[src/rtl/msj_sequencer_pkg.sv]
// Shared types and register map for the MSJ setpoint sequencer.
package msj_sequencer_pkg;

  // Width of the dwell field as stored in the waypoint buffer.
  localparam int unsigned WP_DWELL_WIDTH = 16;

  typedef enum logic [7:0] {
    IDLE  = 8'd0,
    FETCH = 8'd1,
    APPLY = 8'd2,
    DWELL = 8'd3,
    NEXT  = 8'd4
  } state_t;

  typedef struct packed {
    logic [7:0]                motor;
    logic [31:0]               sp;
    logic [WP_DWELL_WIDTH-1:0] dwell;
  } waypoint_t;

  // Write selects (address[15:8])
  localparam logic [7:0] SEL_SETPOINT = 8'h00;
  localparam logic [7:0] SEL_PUSH     = 8'h01;
  localparam logic [7:0] SEL_CONTROL  = 8'h02;

  // Read selects (address[15:8])
  localparam logic [7:0] SEL_STATUS   = 8'h00;
  localparam logic [7:0] SEL_INDEX    = 8'h01;
  localparam logic [7:0] SEL_DWELL    = 8'h02;

  localparam logic [31:0] READ_DEFAULT = 32'hDEAD_BEEF;

endpackage

[src/rtl/msj_setpoint_sequencer_waypoint_buffer.sv]
// Waypoint RAM with read/write pointers, fill count and registered read port.
module waypoint_buffer
  import msj_sequencer_pkg::*;
#(
  parameter int unsigned DEPTH = 64,
  localparam int unsigned AW = $clog2(DEPTH),
  localparam int unsigned CW = AW + 1
) (
  input  logic          clock,
  input  logic          reset,
  input  logic          clear,
  input  logic          push,
  input  waypoint_t     push_data,
  input  logic          pop,
  input  logic          rd_en,
  input  logic [AW-1:0] rd_addr,
  output waypoint_t     rd_data,
  output logic [AW-1:0] rd_ptr,
  output logic [CW-1:0] count,
  output logic          full_c
);

  waypoint_t     mem [DEPTH];
  logic [AW-1:0] wr_ptr;

  assign full_c = (count == CW'(DEPTH));

  // Pointer and fill bookkeeping; a push coinciding with clear lands in slot 0.
  always_ff @(posedge clock or posedge reset) begin
    if (reset) begin
      wr_ptr <= '0;
      rd_ptr <= '0;
      count  <= '0;
    end else if (clear) begin
      rd_ptr <= '0;
      wr_ptr <= push ? AW'(1) : '0;
      count  <= push ? CW'(1) : '0;
    end else begin
      if (push) wr_ptr <= wr_ptr + AW'(1);
      if (pop)  rd_ptr <= rd_ptr + AW'(1);
      case ({push, pop})
        2'b10:   count <= count + CW'(1);
        2'b01:   count <= count - CW'(1);
        default: count <= count;
      endcase
    end
  end

  // Storage array write.
  always_ff @(posedge clock) begin
    if (push) mem[clear ? '0 : wr_ptr] <= push_data;
  end

  // One-cycle registered read.
  always_ff @(posedge clock or posedge reset) begin
    if (reset)      rd_data <= '0;
    else if (rd_en) rd_data <= mem[rd_addr];
  end

endmodule

[src/rtl/msj_setpoint_sequencer.sv]
// Timed setpoint waypoint player for the MSJ PD controller bank.
// Optional build macro: TRAJECTORY_LOOP_EN (replay the list instead of consuming it).
module msj_setpoint_sequencer
  import msj_sequencer_pkg::*;
#(
  parameter int unsigned NUMBER_OF_MOTORS = 6,
  parameter int unsigned DEPTH            = 64,
  parameter int unsigned DWELL_WIDTH      = 16
) (
  input  logic                        clock,
  input  logic                        reset,
  input  logic [15:0]                 address,
  input  logic                        write,
  input  logic [31:0]                 writedata,
  input  logic                        read,
  output logic [31:0]                 readdata,
  output logic                        waitrequest,
  input  logic [NUMBER_OF_MOTORS-1:0] cycle_i,
  input  logic                        emergency_off,
  output logic                        sp_valid_o,
  output logic [7:0]                  sp_motor_o,
  output logic [31:0]                 sp_value_o,
  output logic                        busy_o
);

  localparam int unsigned AW = $clog2(DEPTH);
  localparam int unsigned CW = AW + 1;
`ifdef TRAJECTORY_LOOP_EN
  localparam bit LOOP_EN = 1'b1;
`else
  localparam bit LOOP_EN = 1'b0;
`endif

  state_t        state, state_next;
  logic [31:0]   staged_sp;
  logic          overflow;
  logic          start_q;
  logic          rd_ack;
  logic [AW-1:0] play_idx;
  logic [DWELL_WIDTH-1:0] dwell_cnt;

  logic          wr_stage, wr_push, wr_ctrl, ctrl_stop, ctrl_clear, ctrl_start;
  logic          motor_ok, push_ok, abort_c, hit_c, pop_c, rd_en_c, strobe_c;
  logic [NUMBER_OF_MOTORS-1:0] motor_sel;
  logic [AW-1:0] rd_ptr, rd_addr;
  logic [CW-1:0] fill, fill_after_push;
  logic          full_c;
  logic [31:0]   rd_value_c;
  waypoint_t     push_data, rd_data;

  // Avalon write decode.
  always_comb begin
    wr_stage   = write && (address[15:8] == SEL_SETPOINT);
    wr_push    = write && (address[15:8] == SEL_PUSH);
    wr_ctrl    = write && (address[15:8] == SEL_CONTROL);
    ctrl_start = wr_ctrl && writedata[0];
    ctrl_stop  = wr_ctrl && writedata[1];
    ctrl_clear = wr_ctrl && writedata[2];
    motor_ok   = address[7:0] < 8'(NUMBER_OF_MOTORS);
    push_ok    = wr_push && motor_ok && (!full_c || pop_c || ctrl_clear);
    abort_c    = emergency_off || ctrl_stop || ctrl_clear;
    push_data  = '{motor: address[7:0], sp: staged_sp,
                   dwell: WP_DWELL_WIDTH'(writedata[DWELL_WIDTH-1:0])};
    fill_after_push = fill + CW'(push_ok);
  end

  // Dwell strobe select for the motor currently being played.
  always_comb begin
    motor_sel = '0;
    for (int unsigned i = 0; i < NUMBER_OF_MOTORS; i++) begin
      motor_sel[i] = (sp_motor_o == 8'(i));
    end
    hit_c = |(cycle_i & motor_sel);
  end

  // Staged setpoint, overflow flag and delayed start request.
  always_ff @(posedge clock or posedge reset) begin
    if (reset) begin
      staged_sp <= '0;
      overflow  <= 1'b0;
      start_q   <= 1'b0;
    end else begin
      start_q <= ctrl_start;
      if (wr_stage) staged_sp <= writedata;
      if (ctrl_clear)                            overflow <= 1'b0;
      else if (wr_push && motor_ok && !push_ok)  overflow <= 1'b1;
    end
  end

  // FSM state register.
  always_ff @(posedge clock or posedge reset) begin
    if (reset) state <= IDLE;
    else       state <= state_next;
  end

  // FSM next-state; stop, clear and emergency_off win from every state.
  always_comb begin
    state_next = state;
    if (abort_c) begin
      state_next = IDLE;
    end else begin
      case (state)
        IDLE:    if (start_q && (fill != '0)) state_next = FETCH;
        FETCH:   state_next = APPLY;
        APPLY:   state_next = (DWELL_WIDTH'(rd_data.dwell) == '0) ? NEXT : DWELL;
        DWELL:   if (hit_c && (dwell_cnt == DWELL_WIDTH'(1))) state_next = NEXT;
        NEXT: begin
          if (LOOP_EN) state_next = FETCH;
          else         state_next = ((fill > CW'(1)) || push_ok) ? FETCH : IDLE;
        end
        default: state_next = IDLE;
      endcase
    end
  end

  // FSM outputs: buffer read, pop and setpoint strobe request.
  always_comb begin
    rd_en_c  = 1'b0;
    pop_c    = 1'b0;
    strobe_c = 1'b0;
    case (state)
      FETCH:   rd_en_c  = 1'b1;
      APPLY:   strobe_c = !abort_c;
      NEXT:    pop_c    = !abort_c && !LOOP_EN;
      default: ;
    endcase
  end

  // In loop mode the list is addressed relative to the unmoving read pointer.
  assign rd_addr = LOOP_EN ? (rd_ptr + play_idx) : rd_ptr;

  // Setpoint strobe, latched waypoint, dwell counter, play index and busy.
  always_ff @(posedge clock or posedge reset) begin
    if (reset) begin
      sp_valid_o <= 1'b0;
      sp_motor_o <= '0;
      sp_value_o <= '0;
      busy_o     <= 1'b0;
      dwell_cnt  <= '0;
      play_idx   <= '0;
    end else begin
      sp_valid_o <= strobe_c;
      busy_o     <= (state_next != IDLE);
      if (strobe_c) begin
        sp_motor_o <= rd_data.motor;
        sp_value_o <= rd_data.sp;
        dwell_cnt  <= DWELL_WIDTH'(rd_data.dwell);
      end else if ((state == DWELL) && hit_c && !abort_c) begin
        dwell_cnt <= dwell_cnt - DWELL_WIDTH'(1);
      end
      if (ctrl_clear || ((state == IDLE) && (state_next == FETCH))) begin
        play_idx <= '0;
      end else if ((state == NEXT) && !abort_c) begin
        if (LOOP_EN && ((CW'(play_idx) + CW'(1)) >= fill_after_push)) play_idx <= '0;
        else                                                         play_idx <= play_idx + AW'(1);
      end
    end
  end

  // Read mux.
  always_comb begin
    case (address[15:8])
      SEL_STATUS: rd_value_c = {8'(state), overflow, emergency_off, 6'b0, 16'(fill)};
      SEL_INDEX:  rd_value_c = 32'(play_idx);
      SEL_DWELL:  rd_value_c = 32'(dwell_cnt);
      default:    rd_value_c = READ_DEFAULT;
    endcase
  end

  // Two-cycle read: wait on the first cycle, data on the second.
  always_ff @(posedge clock or posedge reset) begin
    if (reset) begin
      rd_ack   <= 1'b0;
      readdata <= '0;
    end else begin
      rd_ack <= read && !rd_ack;
      if (read && !rd_ack) readdata <= rd_value_c;
    end
  end

  assign waitrequest = read && !rd_ack;

  waypoint_buffer #(.DEPTH(DEPTH)) u_buffer (
    .clock     (clock),
    .reset     (reset),
    .clear     (ctrl_clear),
    .push      (push_ok),
    .push_data (push_data),
    .pop       (pop_c),
    .rd_en     (rd_en_c),
    .rd_addr   (rd_addr),
    .rd_data   (rd_data),
    .rd_ptr    (rd_ptr),
    .count     (fill),
    .full_c    (full_c)
  );

endmodule

[config.mk]
export PLATFORM = sky130hd
export DESIGN_NAME = msj_setpoint_sequencer
export DESIGN_NICKNAME = d
export VERILOG_FILES = /design/src/rtl/msj_sequencer_pkg.sv /design/src/rtl/msj_setpoint_sequencer_waypoint_buffer.sv /design/src/rtl/msj_setpoint_sequencer.sv
export SDC_FILE = /design/constraint.sdc
export NUM_CORES = 2
export LEC_CHECK = 0
export ABC_AREA = 0
export BUFFER_PORTS_ARGS = -buffer_cell sky130_fd_sc_hd__clkbuf_2
export CAP_MARGIN = 20
export CORE_MARGIN = 2
export CORE_UTILIZATION = 45
export CTS_CLUSTER_DIAMETER = 60
export DETAILED_ROUTE_END_ITERATION = 16
export PLACE_DENSITY = 0.61
export REMOVE_ABC_BUFFERS = 1
export SYNTH_ARGS = -nofsm -noshare
export SYNTH_HDL_FRONTEND = slang
export SYNTH_SLANG_ARGS = --single-unit
[constraint.sdc]
create_clock -name clock -period 7.3 [get_ports clock]
set_clock_uncertainty 0.05 [all_clocks]
set_input_delay 1.095 -clock clock [delete_from_list [all_inputs] [get_ports clock]]
set_output_delay 1.095 -clock clock [all_outputs]
set_load 0.05 [all_outputs]
== Word level (Yosys, flattened, before mapping) ==
Memories as Yosys holds them, arrays and structs flattened. A register that Yosys moved wholly into a read port is not among the register bits.
Index checks and enable logic that the tools add are counted.
Cells by class
  $add $sub $neg: 6
  magnitude comparators: 2
  equal/unequal tests: 16
  mux-type cells: 27
  bitwise logic cells: 1
  reductions and logical operators: 39
Operators by type and width (number)
  case mux 32 bit (3 select lines): 1
  2-to-1 mux 6 bit: 7
  == test 8 x 2 -> 1 bit (second input constant): 5
  case mux 8 bit (5 select lines): 1
  == test 8 x 1 -> 1 bit (second input constant): 4
  2-to-1 mux 16 bit: 2
  == test 8 x 3 -> 1 bit (second input constant): 3
  logical NOT 8 bit: 3
  2-to-1 mux 8 bit: 3
  adder 6 x 1 -> 6 bit (second input constant): 3
  == test 16 x 1 -> 1 bit (second input constant): 1
  logical AND 1 bit: 16
  logical NOT 16 bit: 1
  subtractor 16 x 1 -> 16 bit (second input constant): 1
  case mux 7 bit (2 select lines): 1
  2-to-1 mux 1 bit: 10
  nonzero test 2 bit: 5
  < comparator 8 x 3 -> 1 bit (second input constant): 1
  nonzero test 8 bit: 1
  adder 7 x 1 -> 7 bit (second input constant): 1
  == test 7 bit (second input constant): 1
  > comparator 7 x 1 -> 1 bit (second input constant): 1
  2-to-1 mux 7 bit: 1
  nonzero test 7 bit: 1
  other kinds (9): 17
Storage, ports and cells
  register bits: 158
  RAM bits: 3584
  bits of input ports: 59
  output and inout port bits: 75
  logic and storage cells: 107
  memories kept: 1
Memory list
  u_buffer.mem: words 64, bits a word 56, rd ports 1, clocked after memory_dff 1, write ports 1, line msj_setpoint_sequencer_waypoint_buffer.sv:23  | waypoint_t mem [DEPTH];

== Logic depth before layout (Yosys ltp) ==
  word-level depth: 18
  gate-level depth with buffers: 10
  gate-level depth less buffers: 7

== Cells and area by module ==
Synthesis repeated with hierarchy kept, for this count alone.
Second synthesis, totals
  cell total of the unflattened synthesis: 7653
  area, all modules: 146427.9 um^2
By module, submodules not included
  waypoint_buffer: times used 1, cells each 7030, area an instance 140242.0 um^2, seq. area each 109500.0 um^2
  msj_setpoint_sequencer: times used 1, cells each 623, area an instance 6185.9 um^2, seq. area each 3353.2 um^2

== Worst setup path after synthesis ==
Ideal clock, no wire load.
  kind: input -> register
  start point: input port address[11]
  end point: memory u_buffer.mem[40][0] (netlist bit) (enable)
  setup time: 0.470 ns
  arrival time: 4.843 ns
  data required time: 6.780 ns
  path slack: 1.937 ns
  cell stages on the path: 8
  path buffers: 3
  cell sequence: nor4_2 > and2_1 > buf_2 > and3_1 > buf_6 > buf_2 > o21ai_2 > nor2_1
Between the ends
  word-level cells in the longest chain between the ends: 12
  elaborated cells between the ends (all ways): 17
  those cells by class: eq/ne (2); mux (4); reduce/logical (11)
RTL lines
  start, declared: line msj_setpoint_sequencer.sv:12  | input logic [15:0] address,
  == test 8 x 2 -> 1 bit: line msj_setpoint_sequencer.sv:55  | wr_ctrl = write && (address[15:8] == SEL_CONTROL);
  logical AND 1 bit: line msj_setpoint_sequencer.sv:55
  logical AND 1 bit: line msj_setpoint_sequencer.sv:57  | ctrl_stop = wr_ctrl && writedata[1];
  logical OR 1 bit (2 in a row): line msj_setpoint_sequencer.sv:61  | abort_c = emergency_off || ctrl_stop || ctrl_clear;
  logical NOT 1 bit: line msj_setpoint_sequencer.sv:124  | NEXT: pop_c = !abort_c && !LOOP_EN;
  2-to-1 mux 1 bit: line msj_setpoint_sequencer.sv:121  | case (state)
  logical OR 1 bit (2 in a row): line msj_setpoint_sequencer.sv:60  | push_ok = wr_push && motor_ok && (!full_c || pop_c || ctrl_clear);
  logical AND 1 bit: line msj_setpoint_sequencer.sv:60
  2-to-1 mux 1 bit (2 in a row): line msj_setpoint_sequencer_waypoint_buffer.sv:51  | if (push) mem[clear ? '0 : wr_ptr] <= push_data;
  end, declared: line msj_setpoint_sequencer_waypoint_buffer.sv:23
Parallel ways exist; a longest one is shown, timed or not.

== Worst setup path after layout ==
  start point: input port address[15]
  end point: memory u_buffer.mem[48][36] (netlist bit) (enable)
The elaborated chain is that of the path after synthesis.

==> flow_metrics.env <==
export IMPL_synth_area_leaders="edfxtp_1 74%, mux4_2 9.6%, mux2i_1 4.3%"
export IMPL_seq_area_um2=112900
export IMPL_io_pins=134
export IMPL_grt_util_met2=0.3876
export IMPL_numCtsBuffers=387
export IMPL_critPathLaunchType="primary input"
export IMPL_place_hpwl_um=226200
export IMPL_grt_overflow=0
export IMPL_path_class="in2reg"
export IMPL_yosys_warnings=0
export IMPL_total_power_mw=44.08
export IMPL_min_path_type="in2async"
export IMPL_clock_latency_ps=960
export IMPL_vias=74450
export IMPL_syn_cell_area_um2=145100
export IMPL_top_usage_layer="met2"
export IMPL_grt_first_pass_wirelength_um=558400
export IMPL_timing_final_ws_setup_ps=2467
export IMPL_synth_cell_type_count=79
export IMPL_rows=208
export IMPL_start_util=0.4521
export IMPL_power_leakage_nw=51.65
export IMPL_routabilityCongestion=0.8725
export IMPL_dp_slack_ps=1611
export IMPL_synth_edf_count=3584
export IMPL_nets=7571
export IMPL_wl_per_cell_um=32.93
export IMPL_drt_pass1_iter_count=6
export IMPL_grt_max_degree=121
export IMPL_synth_flop_cell="edfxtp_1"
export IMPL_post_cts_resized=0
export IMPL_drcViolationCount=0
export IMPL_crit_chain="clkbuf_2 -> nor3b_1 -> and2_1 -> and3_1 -> buf_4 -> o21ai_2 -> buf_4 -> nor2_4 -> buf_4"
export IMPL_routed_wl_um=399600
export IMPL_synth_largest_area_cell="edfxtp_1"
export IMPL_status="finished, final reports clean"
export IMPL_slowest_stage="nor2_4"
export IMPL_ys_seq_area_frac=0.7779
export IMPL_syn_inst=7162
export IMPL_clk_path_buf_depth=4
export IMPL_required_ps=7820
export IMPL_antenna_found_initial=36
export IMPL_p_per_area_nw_per_um2=267.5
export IMPL_crit_arrival_ps=5350
export IMPL_core_area_um2=320900
export IMPL_clock_sinks=3793
export IMPL_cp_top_family="simple AND/OR/NAND/NOR gates"
export IMPL_chipHeight_um=571.8
export IMPL_gr_usage_met1=0.3479
export IMPL_relSlewSlack=0.2195
export IMPL_cts_setup_buffers=0
export IMPL_ff2ff_path_depth=8
export IMPL_grtUsageMet3=0.03348
export IMPL_tightest_slew_ps=1168
export IMPL_critPathMostFrequentCell="buf_4"
export IMPL_peakVddDrop_mv=0.1863
export IMPL_grt_pass1_vias=72700
export IMPL_port_buffers=131
export IMPL_ys_ff_latch=3793
export IMPL_ctsHoldBuffers=0
export IMPL_drv_slew=0
export IMPL_nFillCells=25150
export IMPL_period_share=0.6620
export IMPL_ant_nets=0
export IMPL_cts_root_buf="clkbuf_16"
export IMPL_area_growth_pct=13.59
export IMPL_yosysTopAreaCellShare=0.7419
export IMPL_cpPeakStageDelay_ps=790
export IMPL_max_freq_ghz=0.2069
export IMPL_finalCriticalPeriod_ps=4833
export IMPL_timing_hold_ws_ps=110.0
export IMPL_cts_tree="done"
export IMPL_synthArstFlopShare=0.05510
export IMPL_viasPerCell=6.135
export IMPL_die_area_um2=326900
export IMPL_crit_path_max_fanout=32
export IMPL_hold_viol_final=0
export IMPL_path_buf_inv=4
export IMPL_multi_input_area_um2=30940
export IMPL_cp_depth=9
export IMPL_die_w_um=571.8
export IMPL_avgSynthCellArea_um2=20.26
export IMPL_setup_violations=0
export IMPL_maxCapViolations=0
export IMPL_h_tree_depth=5
export IMPL_drtIter0Drc=10750
export IMPL_drive_gt1_frac=0.2181
export IMPL_clkTransAtPathRegs_ps=60
export IMPL_crit_path_end_kind="flip-flop"
export IMPL_track_usage=0.2413
export IMPL_rsz0062_at_grt="false"
==> area by class of cell <==
cell class,count,share of cell area
Multi-Input combinational cell,2941,0.1878
Clock buffer,498,0.06277
Clock inverter,215,0.01391
Sequential cell,3793,0.6851
Inverter,15,0.0003948
Tap cell,4305,0.03269
Timing Repair Buffer,366,0.01731
Antenna cell,2,0.00003037
==> sequential cells by signal, summed over array words and instances, names as in the netlist <==
| signal | cells |
|---|---|
| u_buffer.wr_ptr | 6 |
| busy_o | 1 |
| start_q | 1 |
| u_buffer.rd_data | 56 |
| sp_valid_o | 1 |
| staged_sp | 32 |
| state | 8 |
| sp_value_o | 32 |
| rd_ack | 1 |
| readdata | 27 |
| u_buffer.mem | 3584 |
| u_buffer.count | 7 |
| sp_motor_o | 8 |
| play_idx | 6 |
| dwell_cnt | 16 |
| u_buffer.rd_ptr | 6 |
| overflow | 1 |
==> where the power goes <==
part / internal (mW) / switching [mW]
clock network: 11.3 / 8.38
registers: 23.8 / 0.0645
logic: 0.0548 / 0.438
total: 35.2 / 8.88
==> kinds of logic after synthesis <==
logic type	count (synthesis)	synth area share
simple gates	772	0.02276
other cells	1	0.00002585
compound gates	863	0.04268
fa+ha+maj	8	0.0006900
xor+xnor	14	0.0008452
buf+inv	434	0.01315
mux	1277	0.1419
flops	3793	0.7779
==> placed cells by master, fill, tap and decap left out, types with 11 or more instances in the layout <==
cell       Yosys  final
a32oi_1       57     57
bufinv_16      0     36
nand2_1      455    452
clkbuf_1     199     89
nand4_1       14     14
buf_12         0     31
o22ai_1      120    120
inv_1         13     12
nor3_1        15     15
buf_4         16    213
clkinv_2       0     71
clkinv_1       1     68
a211oi_1     110    110
nor2_1       176    110
o21ai_0       30     30
a22oi_1      222    222
clkbuf_16      0    389
clkbuf_8       0     20
o2111ai_1     57     57
o221ai_1      57     57
clkbuf_2       0    116
nand3_1       28     28
edfxtp_1    3584   3584
mux4_2       620    620
mux2i_1      620    620
mux2_2        37     37
dfrtp_1      209    189
dfrtp_2        0     11
a21oi_1      132    132
a31oi_1       25     25
and3_1        12     12
nor2_4         1     68
==> routing by layer <==
layer / part of all wire / routed length [um] / vias up
li1: - / - / 30340
met5: 0.000078 / 31 / -
met1: 0.41 / 162100 / 39770
met3: 0.085 / 33840 / 574
met2: 0.48 / 192300 / 3756
met4: 0.028 / 11370 / 4
==> metrics by stage <==
step                        util  area, um2  setup TNS (ps)  instances
final                     0.5135     164800               0      12140
after global routing      0.5135     164800               0      12130
after CTS                 0.5131     164700               0      12130
after detailed placement  0.4737     152000               0      11410
after global placement    0.4734     151900               0      11410
after floorplan                -     143200        -1505330       6749
==> path summary, 6_finish.rpt <==
kind | slack (ps) | end | from
worst min-delay path | 110 | staged_sp[7] | reset
max in group asynchronous | 5540 | u_buffer.rd_ptr[2] | reset
worst max register to register | 2810 | u_buffer.mem[4][54] | state[5]
worst min register to register | 430 | sp_value_o[1] | sp_value_o[1]
min in group clock | 330 | staged_sp[28] | writedata[28]
worst max-delay path | 2470 | u_buffer.mem[48][36] | address[15]
==> Yosys cell counts, types with 6 or more instances <==
master        n
dfrtp_1     209
nor3_1       15
mux2i_1     620
a31oi_1      25
o2111ai_1    57
xor2_1       10
nor2_1      176
edfxtp_1   3584
and2_1        6
inv_1        13
buf_2       169
a21oi_1     132
buf_1        34
mux2_2       37
nand4_1      14
and3_1       12
a211oi_1    110
a32oi_1      57
o211ai_1     10
nand3_1      28
buf_4        16
nand2_1     455
a22oi_1     222
o22ai_1     120
ha_1          8
o221ai_1     57
mux4_2      620
o21ai_1       9
nor4_1       10
nor2b_1       7
clkbuf_1    199
o21ai_0      30
or3_1        10
No activity file was read; power rests on OpenSTA's default activity.
